==> src/rtl/bin_act_packer.sv <==
// Accumulates popcount beats per neuron, thresholds each sum into one activation
// bit and packs the bits LSB-first into IN_WIDTH-bit words. Define BINACT_SAT_EN for a saturating accumulator plus a sticky acc_ovf flag.
module bin_act_packer #(
  parameter int IN_WIDTH     = 32,
  parameter int OUTPUT_WIDTH = 16,
  parameter int ACC_WIDTH    = 24,
  parameter int CNT_WIDTH    = 8
) (
  input  logic                       clk,
  input  logic                       rst_n,
  input  logic [CNT_WIDTH-1:0]       cfg_chunks,
  input  logic [ACC_WIDTH-1:0]       cfg_threshold,
  input  logic                       pc_valid,
  output logic                       pc_ready,
  input  logic [OUTPUT_WIDTH-1:0]    pc_data,
  input  logic                       flush,
  output logic                       pk_valid,
  input  logic                       pk_ready,
  output logic [IN_WIDTH-1:0]        pk_data,
  output logic [$clog2(IN_WIDTH):0]  pk_bits
`ifdef BINACT_SAT_EN
  ,
  output logic                       acc_ovf
`endif
);

  localparam int IW = $clog2(IN_WIDTH);
  localparam int BW = IW + 1;

  logic [ACC_WIDTH-1:0]    acc_q, acc_d;
  logic [ACC_WIDTH-1:0]    thr_lat_q, thr_lat_d;
  logic [CNT_WIDTH-1:0]    chunk_cnt_q, chunk_cnt_d;
  logic [CNT_WIDTH-1:0]    chunks_lat_q, chunks_lat_d;
  logic [BW-1:0]           bit_cnt_q, bit_cnt_d;
  logic [IN_WIDTH-1:0]     pack_q, pack_d;
  logic                    flush_pend_q, flush_pend_d;
  logic                    pk_valid_q, pk_valid_d;
  logic [IN_WIDTH-1:0]     pk_data_q, pk_data_d;
  logic [BW-1:0]           pk_bits_q, pk_bits_d;

  logic                    beat;
  logic                    last_beat;
  logic                    bit_val;
  logic [CNT_WIDTH-1:0]    chunks_eff;
  logic [ACC_WIDTH-1:0]    thr_eff;
  logic [ACC_WIDTH-1:0]    pc_ext;
  logic [ACC_WIDTH-1:0]    sum;
  logic [IN_WIDTH-1:0]     pack_fill;
  logic                    word_done;

  // Handshake: a transfer happens on any edge where valid & ready are both high.
  // pc_ready drops only while the output register holds an unaccepted word;
  // pk_valid/pk_data/pk_bits hold steady until pk_ready is seen high.
  assign pc_ready = ~(pk_valid_q & ~pk_ready);
  assign beat     = pc_valid & pc_ready;
  assign pk_valid = pk_valid_q;
  assign pk_data  = pk_data_q;
  assign pk_bits  = pk_bits_q;

  always_comb begin
    pc_ext = '0;
    pc_ext[OUTPUT_WIDTH-1:0] = pc_data;
  end

`ifdef BINACT_SAT_EN
  logic [ACC_WIDTH:0] sum_ext;
  logic               acc_ovf_q, acc_ovf_d;
  assign sum_ext = {1'b0, acc_q} + {1'b0, pc_ext};
  assign sum     = sum_ext[ACC_WIDTH] ? '1 : sum_ext[ACC_WIDTH-1:0];
  assign acc_ovf = acc_ovf_q;
  always_comb begin
    acc_ovf_d = acc_ovf_q | (beat & sum_ext[ACC_WIDTH]);
  end
`else
  assign sum = acc_q + pc_ext;
`endif

  // First beat of a neuron uses live cfg; later beats use the latched copy.
  always_comb begin
    chunks_eff = chunks_lat_q;
    thr_eff    = thr_lat_q;
    if (chunk_cnt_q == '0) begin
      chunks_eff = (cfg_chunks == '0) ? CNT_WIDTH'(1) : cfg_chunks;
      thr_eff    = cfg_threshold;
    end
  end

  assign last_beat = (chunk_cnt_q == chunks_eff - CNT_WIDTH'(1));
  assign bit_val   = (sum >= thr_eff);

  always_comb begin
    acc_d        = acc_q;
    thr_lat_d    = thr_lat_q;
    chunk_cnt_d  = chunk_cnt_q;
    chunks_lat_d = chunks_lat_q;
    bit_cnt_d    = bit_cnt_q;
    pack_d       = pack_q;
    pack_fill    = pack_q;
    word_done    = 1'b0;
    flush_pend_d = flush_pend_q | flush;
    pk_valid_d   = pk_valid_q & ~pk_ready;
    pk_data_d    = pk_data_q;
    pk_bits_d    = pk_bits_q;

    pack_fill[bit_cnt_q[IW-1:0]] = bit_val;

    if (beat) begin
      if (chunk_cnt_q == '0) begin
        chunks_lat_d = chunks_eff;
        thr_lat_d    = thr_eff;
      end
      if (last_beat) begin
        acc_d       = '0;
        chunk_cnt_d = '0;
        if (bit_cnt_q == BW'(IN_WIDTH - 1)) begin
          word_done = 1'b1;
          pack_d    = '0;
          bit_cnt_d = '0;
        end else begin
          pack_d    = pack_fill;
          bit_cnt_d = bit_cnt_q + BW'(1);
        end
      end else begin
        acc_d       = sum;
        chunk_cnt_d = chunk_cnt_q + CNT_WIDTH'(1);
      end
    end

    if (word_done) begin
      pk_valid_d = 1'b1;
      pk_data_d  = pack_fill;
      pk_bits_d  = BW'(IN_WIDTH);
    end

    // Flush waits for a neuron boundary and a free (or draining) output slot.
    if (flush_pend_d && (chunk_cnt_d == '0) && pc_ready) begin
      flush_pend_d = 1'b0;
      if (bit_cnt_d != '0) begin
        pk_valid_d = 1'b1;
        pk_data_d  = pack_d;
        pk_bits_d  = bit_cnt_d;
        pack_d     = '0;
        bit_cnt_d  = '0;
      end
    end
  end

  always_ff @(posedge clk) begin
    if (!rst_n) begin
      acc_q        <= '0;
      thr_lat_q    <= '0;
      chunk_cnt_q  <= '0;
      chunks_lat_q <= '0;
      bit_cnt_q    <= '0;
      pack_q       <= '0;
      flush_pend_q <= 1'b0;
      pk_valid_q   <= 1'b0;
      pk_data_q    <= '0;
      pk_bits_q    <= '0;
`ifdef BINACT_SAT_EN
      acc_ovf_q    <= 1'b0;
`endif
    end else begin
      acc_q        <= acc_d;
      thr_lat_q    <= thr_lat_d;
      chunk_cnt_q  <= chunk_cnt_d;
      chunks_lat_q <= chunks_lat_d;
      bit_cnt_q    <= bit_cnt_d;
      pack_q       <= pack_d;
      flush_pend_q <= flush_pend_d;
      pk_valid_q   <= pk_valid_d;
      pk_data_q    <= pk_data_d;
      pk_bits_q    <= pk_bits_d;
`ifdef BINACT_SAT_EN
      acc_ovf_q    <= acc_ovf_d;
`endif
    end
  end

endmodule

==> config.mk <==
export PLATFORM = sky130hd
export DESIGN_NAME = bin_act_packer
export DESIGN_NICKNAME = d
export VERILOG_FILES = /design/src/rtl/bin_act_packer.sv
export SDC_FILE = /design/constraint.sdc
export NUM_CORES = 1
export LEC_CHECK = 0
export BUFFER_PORTS_ARGS = -buffer_cell sky130_fd_sc_hd__buf_2
export CORE_ASPECT_RATIO = 0.6
export CORE_MARGIN = 3
export CORE_UTILIZATION = 51
export DETAILED_ROUTE_END_ITERATION = 8
export PLACE_DENSITY_LB_ADDON = 0.1
export SYNTH_ARGS = -nofsm -noshare
export SYNTH_HDL_FRONTEND = slang
export SYNTH_SLANG_ARGS = --single-unit
==> constraint.sdc <==
create_clock -name clk -period 6.65 [get_ports clk]
set_input_delay 1.33 -clock clk [delete_from_list [all_inputs] [get_ports clk]]
set_output_delay 1.33 -clock clk [all_outputs]
set_load 0.02 [all_outputs]
# == After elaboration in Yosys (flattened, before gate mapping) ==
# Index checks and enable logic that the tools add are counted.
# word_totals
latchBits,0
in_bits,53
rom_bits,0
word_cells,65
reg_bits,142
mem_bits_rw,0
out_inout_bits,40
mem_count,0
# classes
n_eq_ne,2
n_div,0
shifts,0
multipliers,0
bitwise,6
add_sub_neg,4
n_reduce_logical,9
mux,31
magnitude_cmp,3
# op_table
operator,count
32-bit 2-to-1 mux,8
24-bit 2-to-1 mux,2
6-bit 2-to-1 mux,8
32-bit bitwise mux,1
8-bit 2-to-1 mux,4
24-bit by 16-bit adder with 24-bit output,1
24-bit greater-or-equal comparator,1
8-bit zero test,3
8-bit by 1-bit adder with 8-bit output (second input constant),1
8-bit == test,1
8-bit by 1-bit subtractor with 8-bit output (second input constant),1
1-bit 2-to-1 mux,7
6-bit by 1-bit adder with 6-bit output (second input constant),1
6-bit by 5-bit == test with 1-bit output (second input constant),1
5-bit by 6-bit less-than comparator with 1-bit output (second input constant),1
6-bit nonzero test,1
1-bit demux with 5-bit select,1
5-bit by 1-bit greater-or-equal comparator with 1-bit output (second input constant),1
1-bit logical AND,3
1-bit inverter,3
1-bit AND,2
2-bit AND reduction,1
2-bit OR reduction,1
1-bit OR,1

# == Depth between registers and ports, before layout ==
# depth
depth_word,11
ltp_mapped,21
depth_no_buf,19

# == Worst setup path before layout ==
# No wires, ideal clock.
# synth_timing
path_kind,input to register
from,input pc_data[3]
to,"register pk_data_q[2], in the netlist pk_data[2]"
setup_time_ns,0.126
t_required_ns,6.524
n_path_buf,2
path_slack_ns,0.569
stages,21
t_arrival_ns,5.955
path_cell_list,ha_1 -> nand3_1 -> o22ai_1 -> o211ai_1 -> a2111oi_0 -> nor3_1 -> nor3_1 -> nand2_1 -> xnor2_1 -> ha_1 -> a21o_1 -> a21o_1 -> a21oi_1 -> o311ai_0 -> a21o_1 -> a211oi_1 -> clkbuf_1 -> clkbuf_1 -> a31oi_1 -> a22oi_1 -> mux2i_1
# synth_between
elab_chain_cells,8
elab_cells_between_ends,9
classes_between,1 x add/sub; 1 x order compare; 7 x mux
# synth_rtl
element,line_no,rtl
"start, declared",15,"input logic [OUTPUT_WIDTH-1:0] pc_data,"
24-bit by 16-bit adder with 24-bit output (*),75,assign sum = acc_q + pc_ext;
24-bit greater-or-equal comparator (*),89,assign bit_val = (sum >= thr_eff);
32-bit bitwise mux (*),105,pack_fill[bit_cnt_q[IW-1:0]] = bit_val;
32-bit 2-to-1 mux,115,if (bit_cnt_q == BW'(IN_WIDTH - 1)) begin
32-bit 2-to-1 mux,112,if (last_beat) begin
32-bit 2-to-1 mux,107,if (beat) begin
32-bit 2-to-1 mux,138,if (bit_cnt_d != '0) begin
32-bit 2-to-1 mux (*),136,if (flush_pend_d && (chunk_cnt_d == '0) && pc_ready) begin
"end signal, assigned",172,pk_data_q <= pk_data_d;
"end, declared",38,"logic [IN_WIDTH-1:0] pk_data_q, pk_data_d;"
# Every way passes the cells marked *; elsewhere a longest branch is shown, timed or not.
# A chain may end at the register's enable or synchronous reset.

# == Worst setup path after layout ==
# layout_timing
from,input pc_data[0]
to,"register pk_data_q[22], in the netlist pk_data[22]"
# The elaborated chain is that of the path after synthesis.

==> metrics.md <==
| Metric | Value |
|---|---|
| Outcome | `complete, no violations` |
| CTS H-tree depth | `4` |
| Synthesized Nets | `1124` |
| Synthesized instance count | `1023` |
| Achievable frequency | `0.172 GHz` |
| Vias per cell | `5.85` |
| Worst Reg-to-Reg Cells | `17` |
| EDFF count, synth | `0` |
| NumNets Final | `1178` |
| CTS hold repair buffers | `0` |
| Later-pin clock latency in the skew report | `0.43 ns` |
| Core Area | `15800 um^2` |
| Most used routing layer | `met1` |
| Yosys Warn Count | `0` |
| CTS Sinks | `142` |
| Worst Clk Skew | `0.0160 ns` |
| CTS max path bufs | `2` |
| Largest net degree at the start of global routing | `67` |
| RSZ-0062 raised after global routing | `false` |
| Post-CTS Repair Setup Buffers | `0` |
| DRT Pass-1 Iters | `7` |
| Post-DP HPWL | `15.1 mm` |
| Max-slew violation count | `0` |
| Worst hold margin | `0.454 ns` |
| Final setup vio count | `0` |
| Worst hold path type | `reg2reg` |
| RePlAce Congestion | `0.906` |
| Vias in the first global route | `6856` |
| Lkg Pwr | `4.16 nW` |
| Max-Cap Viols | `0` |
| IO Pins | `93` |
| Setup TNS | `0 ns` |
| Die H | `106 um` |
| DRC violations left | `0` |
| Sequential share of the synthesized area | `33.7%` |
| DRT iter0 DRCs | `632` |
| Tmin final | `5.81 ns` |
| Fin. Hold Viols | `0` |
| Grt ovf | `0` |
| Register bit total from synthesis | `142` |
| Post-DRT Antenna Nets | `0` |
| Avg Cell Area, Syn | `8.25 um^2` |
| CTS Buf Count | `17` |
| Std cell rows | `35` |
| Worst setup path category | `in2reg` |
| Most frequent cells in the layout | `142 x dfxtp_1, 114 x nand2_1, 100 x nor2_1, 92 x buf_2, 75 x a21oi_1` |
| First-pass GRT wire length | `36.3 mm` |
| Placed cell areas | `9000 um^2` |
| Slew margin rel. | `21.1%` |
| Reg-to-Reg Start | `chunk_cnt_q[0]$_SDFF_PN0_` |
| Final period util | `87.3%` |
| Worst setup SP type | `input pin` |
| Count of cell types in the netlist | `68` |
| Post-cts resize count | `0` |
| Die area | `18200 um^2` |
| Total inserted antenna cells | `0` |
| Hold depth | `2` |
| Mapped Area | `8440 um^2` |
| Worst vdd ir | `157 uV` |
| TritonCTS clock tree | `built` |
| Final Power | `2.33 mW` |
| Routing usage on met3 | `4.46%` |
| Commonest non-fill, non-tap cell in the layout | `dfxtp_1` |
| Global Route Usage Sum | `24.7%` |
| WL per Instance | `17.1 um` |
| Crit path capture type | `flop` |
| Share of layout cells above drive strength 1 | `16.0%` |
| Antenna violations before repair | `0` |
| Fin area | `9590 um^2` |
| Detailed-route via count | `7559` |
| Clock slew at reported path FFs | `0.07 ns` |
| DRT Wirelength | `22.1 mm` |
| Hold wc startpoint | `thr_lat_q[14]$_SDFFE_PN0P_` |
| PortBufs | `92` |
| CP max FO | `36` |
| GRT met1 Usage | `40.0%` |
| Area grow syn2layout | `13.7%` |
| CP Launch Point | `pc_data[0]` |
| Required time of the critical path | `6.96 ns` |
| Pwr Density | `243 nW/um^2` |
| Worst slew pin tran | `1.18 ns` |
| Initial Util | `53.5%` |
| Post-synth ARST share | `0%` |
| Worst EP arrival | `6.12 ns` |
| Die width | `172 um` |
| CTS root buf | `clkbuf_16` |
| Filler cells | `1436` |
| Prevailing post-synth register cell | `dfxtp_1` |
| Met2 Use GR | `33.0%` |
## power breakdown
part	internal, mW	switching (mW)	total (mW)
Combinational	0.187	0.265	0.452
Sequential	0.881	0.0205	0.901
Clock	0.536	0.438	0.974
Total	1.60	0.723	2.33
## registers in the layout, indices dropped and copies added, names as in the netlist, 6 cells and up
| signal | cells |
|---|---|
| pack_q | 32 |
| pk_data | 32 |
| acc_q | 24 |
| thr_lat_q | 24 |
| chunk_cnt_q | 8 |
| chunks_lat_q | 8 |
| bit_cnt_q | 6 |
| pk_bits | 6 |
## critical path: stages
cell      delay (ns)
buf_2           0.10
ha_1            0.22
fa_1            0.41
a21o_1          0.17
a21oi_1         0.28
o21bai_1        0.18
a221o_1         0.39
a311o_1         0.29
a21o_1          0.27
nand3_1         0.17
xnor2_1         0.15
ha_1            0.27
a21o_1          0.16
a21oi_1         0.19
o311ai_0        0.16
a21o_1          0.21
a211oi_4        0.25
buf_12          0.24
a41oi_1         0.14
a22o_1          0.26
mux2_2          0.27
## cell type report
class	count	area (um^2)	share of cell area, %
sequential	142	2840	29.6
clock inverter	15	164	1.71
inverter	14	52.6	0.548
timing repair buffer	110	621	6.47
multi-input combinational	792	5230	54.6
tap	203	254	2.65
clock buffer	17	425	4.43
## worst paths after layout
check | endpoint | slack [ns]
worst max-delay path | pk_data[22]$_SDFF_PN0_ | 0.84
worst min-delay path | thr_lat_q[14]$_SDFFE_PN0P_ | 0.45
worst max register to register | pk_data[8]$_SDFF_PN0_ | 1.13
worst min register to register | thr_lat_q[14]$_SDFFE_PN0P_ | 0.45
## synth_stat cells (3+ instances only)
cell type | count | area (um^2)
nand3b_1 | 3 | 22.5
nor4_1 | 6 | 37.5
o21a_1 | 12 | 90.1
xnor2_1 | 28 | 245
o22ai_1 | 6 | 37.5
mux2i_1 | 50 | 500
o21ai_0 | 28 | 140
nor3_1 | 15 | 75.1
o21ai_1 | 4 | 20.0
nor3b_1 | 3 | 22.5
buf_6 | 4 | 45.0
a21oi_1 | 75 | 375
nand2b_1 | 10 | 62.6
or3_1 | 7 | 43.8
a31oi_1 | 37 | 231
nor2_1 | 103 | 387
and2_0 | 12 | 75.1
a2111oi_0 | 5 | 43.8
a21o_1 | 10 | 75.1
xor2_1 | 11 | 96.3
or4_1 | 8 | 60.1
a41oi_1 | 14 | 123
buf_1 | 5 | 18.8
a22o_1 | 13 | 114
buf_2 | 8 | 40.0
a311oi_1 | 5 | 43.8
and3_1 | 10 | 62.6
mux2_2 | 16 | 180
nand3_1 | 26 | 130
a22oi_1 | 33 | 248
nand2_1 | 114 | 428
inv_1 | 14 | 52.6
dfxtp_1 | 142 | 2840
and2_1 | 32 | 200
a211oi_1 | 3 | 22.5
clkbuf_1 | 53 | 199
ha_1 | 47 | 588
nor2b_1 | 8 | 50.1
nand4_1 | 6 | 37.5
## logic make-up (layout without fill, tap and decap cells)
logic type / Yosys count / in the layout / synth area share, %
flops: 142 / 142 / 33.7
simple gates: 371 / 371 / 21.1
xor+xnor: 39 / 39 / 4.05
fa+ha+maj: 48 / 48 / 7.21
mux: 67 / 67 / 8.23
buf+inv: 89 / 156 / 4.69
compound gates: 267 / 267 / 21.0
## metrics by stage
step                      std cells  util, %  worst slack [ns]
after floorplan                1023        -             0.569
after global placement         1261     57.1             0.627
after detailed placement       1261     57.1             0.478
after CTS                      1293     60.8             0.901
after global routing           1293     60.8             0.532
final                          1293     60.8             0.845
## per-layer routing
metal,vias up,wire (um)
met5,-,0
met4,0,140
met3,10,1390
met2,227,8630
met1,3526,11900
li1,3796,-
Note: power is estimated with default switching activity, not from simulation.
